==> config.mk <==
export PLATFORM = sky130hd
export DESIGN_NAME = ps2_rx_fifo
export DESIGN_NICKNAME = d
export VERILOG_FILES = /design/src/rtl/ps2_rx_fifo.sv
export SDC_FILE = /design/constraint.sdc
export NUM_CORES = 1
export LEC_CHECK = 0
export BUFFER_PORTS_ARGS = -buffer_cell sky130_fd_sc_hd__clkbuf_2
export CORE_MARGIN = 3
export CORE_UTILIZATION = 50
export DETAILED_ROUTE_END_ITERATION = 7
export HOLD_SLACK_MARGIN = 0.02
export PLACE_DENSITY = 0.66
export RECOVER_POWER = 100
export SETUP_SLACK_MARGIN = 0.2
export SLEW_MARGIN = 15
export SYNTH_ARGS = -nofsm -noshare
export SYNTH_HDL_FRONTEND = slang
export SYNTH_SLANG_ARGS = --single-unit
==> constraint.sdc <==
create_clock -name ck -period 4.16 [get_ports ck]
set_clock_uncertainty 0.05 [all_clocks]
set_input_delay 0.624 -clock ck [delete_from_list [all_inputs] [get_ports ck]]
set_output_delay 0.624 -clock ck [all_outputs]
set_load 0.01 [all_outputs]
==> src/rtl/ps2_rx_fifo.sv <==
// ps2_rx_fifo - PS/2-style serial receiver with a show-ahead word FIFO.
//
// The device clock (scl) and data (sda) are synchronised into the ck
// domain. scl is glitch-filtered, and each frame is assembled on falling
// edges of the filtered scl. A frame is start(0), DATA_BITS data bits LSB
// first, an optional odd/even parity bit, and stop(1). Good words are pushed
// into a FIFO. Framing, parity and overflow errors appear as one-cycle pulses.
//
// Ports
//   ck          in   system clock, rising edge
//   reset       in   asynchronous active-low reset
//   scl, sda    in   device clock / data, asynchronous to ck
//   rd_en       in   pop the head word (ignored while empty)
//   data_out    out  head word, valid while data_valid=1 (zero otherwise)
//   data_valid  out  FIFO not empty
//   fifo_full   out  FIFO holds FIFO_DEPTH words
//   fifo_level  out  number of words held
//   parity_err  out  pulse: frame dropped on parity mismatch
//   frame_err   out  pulse: bad stop bit or inter-edge timeout
//   overflow    out  pulse: good word dropped because the FIFO was full
module ps2_rx_fifo #(
    parameter int DATA_BITS   = 8,
    parameter int PARITY_MODE = 1,
    parameter int FIFO_DEPTH  = 4,
    parameter int FILTER_LEN  = 4,
    parameter int TIMEOUT_CYC = 10000
) (
    input  logic                          ck,
    input  logic                          reset,
    input  logic                          scl,
    input  logic                          sda,
    input  logic                          rd_en,
    output logic [DATA_BITS-1:0]          data_out,
    output logic                          data_valid,
    output logic                          fifo_full,
    output logic [$clog2(FIFO_DEPTH):0]   fifo_level,
    output logic                          parity_err,
    output logic                          frame_err,
    output logic                          overflow
);

    localparam int AW = $clog2(FIFO_DEPTH);
    localparam int LW = AW + 1;
    localparam int FW = (FILTER_LEN > 1) ? $clog2(FILTER_LEN) : 1;
    localparam int IW = (DATA_BITS > 1) ? $clog2(DATA_BITS) : 1;
    localparam int TW = $clog2(TIMEOUT_CYC + 1);

    localparam logic [FW-1:0] FILT_LAST = FW'(FILTER_LEN - 1);
    localparam logic [FW-1:0] FILT_ONE  = FW'(1);
    localparam logic [IW-1:0] IDX_LAST  = IW'(DATA_BITS - 1);
    localparam logic [IW-1:0] IDX_ONE   = IW'(1);
    localparam logic [TW-1:0] TO_LIMIT  = TW'(TIMEOUT_CYC);
    localparam logic [TW-1:0] TO_ONE    = TW'(1);
    localparam logic [LW-1:0] LVL_FULL  = LW'(FIFO_DEPTH);
    localparam logic [LW-1:0] LVL_ONE   = LW'(1);
    localparam logic [AW-1:0] PTR_ONE   = AW'(1);

    typedef enum logic [1:0] {
        ST_IDLE   = 2'd0,
        ST_DATA   = 2'd1,
        ST_PARITY = 2'd2,
        ST_STOP   = 2'd3
    } state_e;

    // Parity check helper: 1 when the received parity bit matches the mode.
    function automatic logic par_pass(input logic [DATA_BITS-1:0] d, input logic p);
        logic r;
        case (PARITY_MODE)
            1:       r = (^d) ^ p;
            2:       r = ~((^d) ^ p);
            default: r = 1'b1;
        endcase
        return r;
    endfunction

    logic                 scl_meta_q, scl_sync_q, sda_meta_q, sda_sync_q;
    logic                 scl_filt_q, fall_stb_q;
    logic [FW-1:0]        filt_cnt_q;
    state_e               state_q;
    logic [IW-1:0]        bit_idx_q;
    logic [DATA_BITS-1:0] data_q;
    logic                 par_q;
    logic [TW-1:0]        to_cnt_q;
    logic                 frame_err_q, parity_err_q, overflow_q;
    logic [DATA_BITS-1:0] mem_q [FIFO_DEPTH];
    logic [AW-1:0]        wr_ptr_q, rd_ptr_q;
    logic [LW-1:0]        count_q;
    logic                 push_s, pop_s, wr_en_s, ovf_s;

    // Two-flop synchronisers; both lines reset to their idle-high level.
    always_ff @(posedge ck or negedge reset) begin
        if (!reset) begin
            scl_meta_q <= 1'b1;
            scl_sync_q <= 1'b1;
            sda_meta_q <= 1'b1;
            sda_sync_q <= 1'b1;
        end else begin
            scl_meta_q <= scl;
            scl_sync_q <= scl_meta_q;
            sda_meta_q <= sda;
            sda_sync_q <= sda_meta_q;
        end
    end

    // scl glitch filter: the filtered level follows only after FILTER_LEN
    // consecutive differing samples; a falling change emits fall_stb.
    always_ff @(posedge ck or negedge reset) begin
        if (!reset) begin
            scl_filt_q <= 1'b1;
            filt_cnt_q <= {FW{1'b0}};
            fall_stb_q <= 1'b0;
        end else if (scl_sync_q != scl_filt_q) begin
            if (filt_cnt_q == FILT_LAST) begin
                scl_filt_q <= scl_sync_q;
                filt_cnt_q <= {FW{1'b0}};
                fall_stb_q <= ~scl_sync_q;
            end else begin
                filt_cnt_q <= filt_cnt_q + FILT_ONE;
                fall_stb_q <= 1'b0;
            end
        end else begin
            filt_cnt_q <= {FW{1'b0}};
            fall_stb_q <= 1'b0;
        end
    end

    // Frame FSM with inter-edge timeout and registered error pulses.
    always_ff @(posedge ck or negedge reset) begin
        if (!reset) begin
            state_q      <= ST_IDLE;
            bit_idx_q    <= {IW{1'b0}};
            data_q       <= {DATA_BITS{1'b0}};
            par_q        <= 1'b0;
            to_cnt_q     <= {TW{1'b0}};
            frame_err_q  <= 1'b0;
            parity_err_q <= 1'b0;
        end else begin
            frame_err_q  <= 1'b0;
            parity_err_q <= 1'b0;
            if (fall_stb_q) begin
                to_cnt_q <= {TW{1'b0}};
                case (state_q)
                    ST_IDLE: begin
                        // sda=1 here is a false start and is silently ignored
                        if (!sda_sync_q) begin
                            state_q   <= ST_DATA;
                            bit_idx_q <= {IW{1'b0}};
                        end else begin
                            state_q <= ST_IDLE;
                        end
                    end
                    ST_DATA: begin
                        data_q[bit_idx_q] <= sda_sync_q;
                        if (bit_idx_q == IDX_LAST) begin
                            state_q <= (PARITY_MODE == 0) ? ST_STOP : ST_PARITY;
                        end else begin
                            bit_idx_q <= bit_idx_q + IDX_ONE;
                        end
                    end
                    ST_PARITY: begin
                        par_q   <= sda_sync_q;
                        state_q <= ST_STOP;
                    end
                    ST_STOP: begin
                        // a bad stop bit masks any parity failure
                        if (!sda_sync_q) begin
                            frame_err_q <= 1'b1;
                        end else if (!par_pass(data_q, par_q)) begin
                            parity_err_q <= 1'b1;
                        end else begin
                            frame_err_q <= 1'b0;
                        end
                        state_q <= ST_IDLE;
                    end
                    default: state_q <= ST_IDLE;
                endcase
            end else if (state_q != ST_IDLE) begin
                if (to_cnt_q == TO_LIMIT) begin
                    state_q     <= ST_IDLE;
                    frame_err_q <= 1'b1;
                    to_cnt_q    <= {TW{1'b0}};
                end else begin
                    to_cnt_q <= to_cnt_q + TO_ONE;
                end
            end else begin
                to_cnt_q <= {TW{1'b0}};
            end
        end
    end

    // Push/pop decisions; a pop frees the slot needed by a same-cycle push.
    always_comb begin
        push_s  = 1'b0;
        pop_s   = 1'b0;
        wr_en_s = 1'b0;
        ovf_s   = 1'b0;
        if (fall_stb_q && (state_q == ST_STOP) && sda_sync_q && par_pass(data_q, par_q)) begin
            push_s = 1'b1;
        end else begin
            push_s = 1'b0;
        end
        pop_s   = rd_en && (count_q != {LW{1'b0}});
        wr_en_s = push_s && ((count_q != LVL_FULL) || pop_s);
        ovf_s   = push_s && (count_q == LVL_FULL) && !pop_s;
    end

    // FIFO storage; contents are qualified by count_q, so no reset needed.
    always_ff @(posedge ck) begin
        if (wr_en_s) begin
            mem_q[wr_ptr_q] <= data_q;
        end
    end

    // FIFO pointers, occupancy and overflow pulse.
    always_ff @(posedge ck or negedge reset) begin
        if (!reset) begin
            wr_ptr_q   <= {AW{1'b0}};
            rd_ptr_q   <= {AW{1'b0}};
            count_q    <= {LW{1'b0}};
            overflow_q <= 1'b0;
        end else begin
            overflow_q <= ovf_s;
            if (wr_en_s) begin
                wr_ptr_q <= wr_ptr_q + PTR_ONE;
            end
            if (pop_s) begin
                rd_ptr_q <= rd_ptr_q + PTR_ONE;
            end
            case ({wr_en_s, pop_s})
                2'b10:   count_q <= count_q + LVL_ONE;
                2'b01:   count_q <= count_q - LVL_ONE;
                default: count_q <= count_q;
            endcase
        end
    end

    assign data_valid = (count_q != {LW{1'b0}});
    assign fifo_full  = (count_q == LVL_FULL);
    assign fifo_level = count_q;
    assign data_out   = data_valid ? mem_q[rd_ptr_q] : {DATA_BITS{1'b0}};
    assign parity_err = parity_err_q;
    assign frame_err  = frame_err_q;
    assign overflow   = overflow_q;

endmodule
### Word level (Yosys, flattened, before mapping)

Memories as Yosys holds them, arrays and structs flattened.
Index checks and enable logic that the tools add are counted.

* bits in registers: 46
* input port bits: 5
* bits in writable memories: 32
* bits in latches: 0
* memories kept: 1
* memory bits (read-only): 0

Memories
* mem_q: depth 4, width 8, read ports 1, clocked after memory_dff 0, wr ports 1, line 85 `logic [DATA_BITS-1:0] mem_q [FIFO_DEPTH];`

* $add $sub $neg: 7
* equality and inequality tests: 14
* bitwise logic cells: 2
* multiplexer cells: 36
* reduce and logical (&&, ||, !) cells: 23
* multipliers: 0
* shift-type cells: 0
* magnitude comparators: 2
* div/mod/pow operators: 0

Operators with widths (count)
* 14-bit 2-to-1 mux: 3
* 1-bit 2-to-1 mux: 19
* 14-bit by 1-bit adder with 14-bit output, second input constant: 1
* 14-bit == test, second input constant: 1
* 2-bit 2-to-1 mux: 6
* 3-bit case mux with 2 select lines: 2
* 2-bit nonzero test: 5
* 8-bit bitwise mux: 1
* 2-bit == test, second input constant: 4
* 1-bit logical AND: 8
* 8-bit 2-to-1 mux: 1
* 2-bit case mux with 4 select lines: 1
* 8-bit XOR reduction: 1
* 2-bit by 1-bit adder with 2-bit output, second input constant: 3
* 3-bit by 1-bit adder with 3-bit output, second input constant: 2
* 3-bit == test, second input constant: 2
* 3-bit 2-to-1 mux: 2
* 3-bit != test, second input constant: 2
* 2-bit AND reduction: 3
* 2-bit by 1-bit == test with 1-bit output, second input constant: 2
* 3-bit by 4-bit < comparator with 1-bit output, second input constant: 1
* 2-bit != test, second input constant: 2
* 4-bit AND reduction: 1
* 1-bit demux with 3-bit select: 1
* other kinds (10): 10

### Logic depth before layout (Yosys ltp)

* depth after elaboration: 9
* depth in mapped cells: 9

### Worst setup path after synthesis

OpenSTA, ideal clock, no wires.

* path type: reg2reg
* start point: register data_q[2]
* end point: register count_q[1] (netlist: fifo_level[1])
* period minus slack after synthesis: 2364 ps
* data arrival time: 2189 ps
* slack: 1796 ps
* setup time: 125 ps
* data required time: 3985 ps
* stages on the path, launching flop included: 7
* cells stage by stage: dfrtp_1 xor2_1 xnor3_2 mux2_4 nor2_1 fa_1 mux2_4

* word-level cells in the longest chain between the ends: 7

Ends and longest elaborated chain
* start, declared: line 81 `logic [DATA_BITS-1:0] data_q;`
* start signal, assigned: line 132 `data_q <= {DATA_BITS{1'b0}};`
* start signal, assigned by index: line 153 `data_q[bit_idx_q] <= sda_sync_q;`
* 8-bit XOR reduction (*): line 69 `1: r = (^d) ^ p;`
* 1-bit XOR (*): line 69
* 1-bit logical AND (*): line 197 `if (fall_stb_q && (state_q == ST_STOP) && sda_sync_q && par_pass(data_q, par_q)) begin`
* 1-bit 2-to-1 mux (*): line 197
* 1-bit logical AND (*): line 203 `wr_en_s = push_s && ((count_q != LVL_FULL) || pop_s);`
* 2-bit by 1-bit == test with 1-bit output or 2-bit == test (tied branches): line 229 `case ({wr_en_s, pop_s})`
* 3-bit case mux with 2 select lines or 2-bit nonzero test (tied branches)
* end signal, assigned: line 230 `2'b10: count_q <= count_q + LVL_ONE;`
* end signal, assigned: line 231 `2'b01: count_q <= count_q - LVL_ONE;`
* end signal, assigned: line 232 `default: count_q <= count_q;`
* end, declared: line 87 `logic [LW-1:0] count_q;`

Mark *: on every way between the ends. The rest lies on a longest branch, timed or not.
A chain may end at the register's enable or synchronous reset.

### Worst setup path after layout

* start point: register data_q[2]
* end point: memory mem_q[1][0] (enable)

* word-level cells in the longest chain between the ends: 7

Ends and longest elaborated chain
* 8-bit XOR reduction: line 69
* 1-bit XOR: line 69
* 1-bit logical AND: line 197
* 1-bit 2-to-1 mux: line 197
* 1-bit logical AND: line 203
* 1-bit 2-to-1 mux: line 209 `if (wr_en_s) begin`
* 1-bit 2-to-1 mux (not written as such): line 210 `mem_q[wr_ptr_q] <= data_q;`
* end, declared: line 85

Every way passes these cells.

==> impl_metrics.env <==
export IMPL_outcome="finished clean"
export IMPL_vias_per_cell=5.005
export IMPL_critPathArrivalTime_ns=2.64
export IMPL_fill_cells=566
export IMPL_setup_viol=0
export IMPL_power_per_cell_area_nw_per_um2=417.1
export IMPL_synth_top_family_by_area="simple AND/OR/NAND/NOR gates"
export IMPL_dp_hpwl_microns=3828
export IMPL_postRouteAntennaNets=0
export IMPL_post_route_util=0.5701
export IMPL_core_area_sq_um=6832
export IMPL_h_tree_depth=3
export IMPL_dp_cells=374
export IMPL_io_pins=21
export IMPL_fp_dieArea_sq_um=8151
export IMPL_grt_use_total=0.1500
export IMPL_fin_setup_tns_ns=0
export IMPL_ys_seq_area_frac=0.5963
export IMPL_clock_path_buffers=2
export IMPL_critPathLaunchType="register"
export IMPL_crit_fanout=8
export IMPL_max_freq_mhz=367.4
export IMPL_finalCritPeriodShare=0.6543
export IMPL_synthFlopType="dfrtp_1"
export IMPL_drv_slew=0
export IMPL_slew_headroom=0.08296
export IMPL_cts_clk_slew_worst_paths_ns=0.07
export IMPL_avgSynthCellArea_sq_um=13.56
export IMPL_cts_root_buffer="clkbuf_8"
export IMPL_antenna_found_initial=0
export IMPL_gr_total_overflow=0
export IMPL_syn_nets=281
export IMPL_yosys_area_share_xor_xnor=0.06763
export IMPL_mostFrequentLayoutCell="dfrtp_1"
export IMPL_synth_adder_area_share=0.05143
export IMPL_synth_simple_area_share=0.1303
export IMPL_grt_max_degree=27
export IMPL_wl_per_cell_microns=13.99
export IMPL_min_path_type="reg -> reg"
export IMPL_cts_tree="built"
export IMPL_layout_common_cells="dfrtp_1, edfxtp_1, nor2_1, clkbuf_1, nand2_1"
export IMPL_start_util=0.5200
export IMPL_cts_num_sinks=78
export IMPL_rsz0062_at_grt="no"
export IMPL_final_area_sq_um=3895
export IMPL_synth_cells=262
export IMPL_drt_iter0_drc=56
export IMPL_min_period_ns=2.722
export IMPL_synth_distinct_cells=40
export IMPL_endpoint_kind="register"
export IMPL_synth_area_mux_share=0.1131
export IMPL_dpl_cell_area_sq_um=3759
export IMPL_drt_pass1_iterations=4
export IMPL_vias=1952
export IMPL_fin_cells=390
export IMPL_ys_seq_elements=78
export IMPL_layout_drive_gt1_share=0.1429
export IMPL_synth_compound_area_share=0.02466
export IMPL_clock_latency_ns=0.34
export IMPL_routabilityCongestion=0.7878
export IMPL_post_cts_buffers=0
export IMPL_netlist_area_sq_um=3552
export IMPL_grt_pass1_wl_microns=9722
export IMPL_synth_edf_count=32
export IMPL_routed_wl_microns=5458
export IMPL_synth_warnings=0
export IMPL_p_leak_uw=0.001592
export IMPL_area_growth_pct=9.651
export IMPL_worstPathRequired_ns=4.08
export IMPL_insertedDiodeCount=0
export IMPL_post_cts_resize_count=0
export IMPL_rows=30
export IMPL_peakVddDrop_uv=161.6
export IMPL_final_nets=308
export IMPL_cts_made_buffers=9
export IMPL_worst_pin_slew_ns=1.376
export IMPL_path_class="reg -> reg"
export IMPL_finalHoldViolCount=0
export IMPL_path_cells="xor2_1 > xnor3_1 > mux2_1 > nor2b_1 > and2_0"
export IMPL_crit_slowest_cell="and2_0"
export IMPL_port_buffers=20
export IMPL_async_flop_share=0.5897
export IMPL_holdBufCountCts=0
export IMPL_max_stage_delay_ns=0.58
export IMPL_maxCapViolCount=0
export IMPL_fp_dieH_microns=90.29
export IMPL_die_x_microns=90.29
export IMPL_grt_pass1_vias=1994
export IMPL_drcViolationCount=0
[routing by layer]
layer  up-vias  GRT usage  part of all wire
li1        974          -                 -
met1       947     0.2017              0.47
met2        22     0.2365              0.49
met3         9    0.03000             0.025
met4         0    0.06888             0.019
met5         -          0                 0
[worst max-delay path, delay by kind of cell, from the launching register on]
kind,cells,cell delay [ns]
and+or+nand+nor,2,0.83
xor gates and xnor gates,2,0.66
DFF,1,0.44
muxes,1,0.38
[power by group]
group / switching, uW / total, uW / internal, uW
Clock: 256 / 532 / 276
Combinational: 77.5 / 177 / 99.3
Sequential: 75.5 / 916 / 840
Total: 409 / 1620 / 1220
[kinds of logic (layout without fill, tap and decap cells)]
| kind of cell | after synthesis | count (layout) |
|---|---|---|
| AND/OR/NAND/NOR | 93 | 93 |
| XOR/XNOR | 24 | 24 |
| flip-flops | 78 | 78 |
| multiplexers | 25 | 25 |
| buffers and inverters | 15 | 47 |
| adder cells (fa/ha/maj) | 14 | 14 |
| AO/OA/AOI/OAI | 13 | 13 |
[cells in the mapped netlist, types with 3 or more instances]
master / number / share of area
and2_1: 14 / 0.025
clkbuf_1: 3 / 0.0032
dfrtp_1: 41 / 0.29
dfstp_2: 5 / 0.037
edfxtp_1: 32 / 0.27
ha_1: 13 / 0.046
inv_1: 9 / 0.0095
mux2_2: 11 / 0.035
mux4_2: 8 / 0.051
nand2_1: 16 / 0.017
nand2b_1: 4 / 0.0070
nand3_1: 10 / 0.014
nor2_1: 29 / 0.031
nor2b_1: 4 / 0.0070
nor3_1: 6 / 0.0085
o21ai_1: 4 / 0.0056
xnor2_1: 12 / 0.030
xor2_1: 10 / 0.025
[state kept, by name (all words and copies together) (netlist names), 2 cells and up]
signal and flops:
mem_q 32, to_cnt_q 14, data_q 8, bit_idx_q 3, fifo_level 3, filt_cnt_q 2
rd_ptr_q 2, state_q 2, wr_ptr_q 2
[final timing paths]
| path | depth (start not counted) | from | endpoint | slack (ns) |
|---|---|---|---|---|
| max reg2reg | 5 | data_q[2] | mem_q[1][0] | 1.44 |
| max in group asynchronous | 2 | reset | data_q[0] | 1.83 |
| min reg2reg | 0 | scl_meta_q | scl_sync_q | 0.31 |
| min in group asynchronous | 1 | reset | rd_ptr_q[0] | 0.41 |
| max | 5 | data_q[2] | mem_q[1][0] | 1.44 |
| min | 0 | scl_meta_q | scl_sync_q | 0.31 |
[area by class of cell]
type / instances / area [sq um] / area share
Clock buffer: 12 / 135.1 / 0.03469
Clock inverter: 4 / 47.55 / 0.01221
Inverter: 10 / 37.54 / 0.009637
Multi-Input combinational cell: 169 / 1354 / 0.3476
Sequential cell: 78 / 2118 / 0.5438
Tap cell: 96 / 120.1 / 0.03084
Timing Repair Buffer: 21 / 82.58 / 0.02120
[metrics by stage]
step | total power, uW | hold slack, ns | setup WS (ns)
6_report | 1625 | 0.3081 | 1.438
5_1_grt | 1707 | 0.2934 | 1.217
4_1_cts | 1660 | 0.2050 | 1.517
3_5_place_dp | 1130 | 0.2987 | 1.682
3_3_place_gp | 1123 | 0.2957 | 1.720
2_1_floorplan | 1067 | 0.2784 | 1.796
No activity file was read; power rests on OpenSTA's default activity.
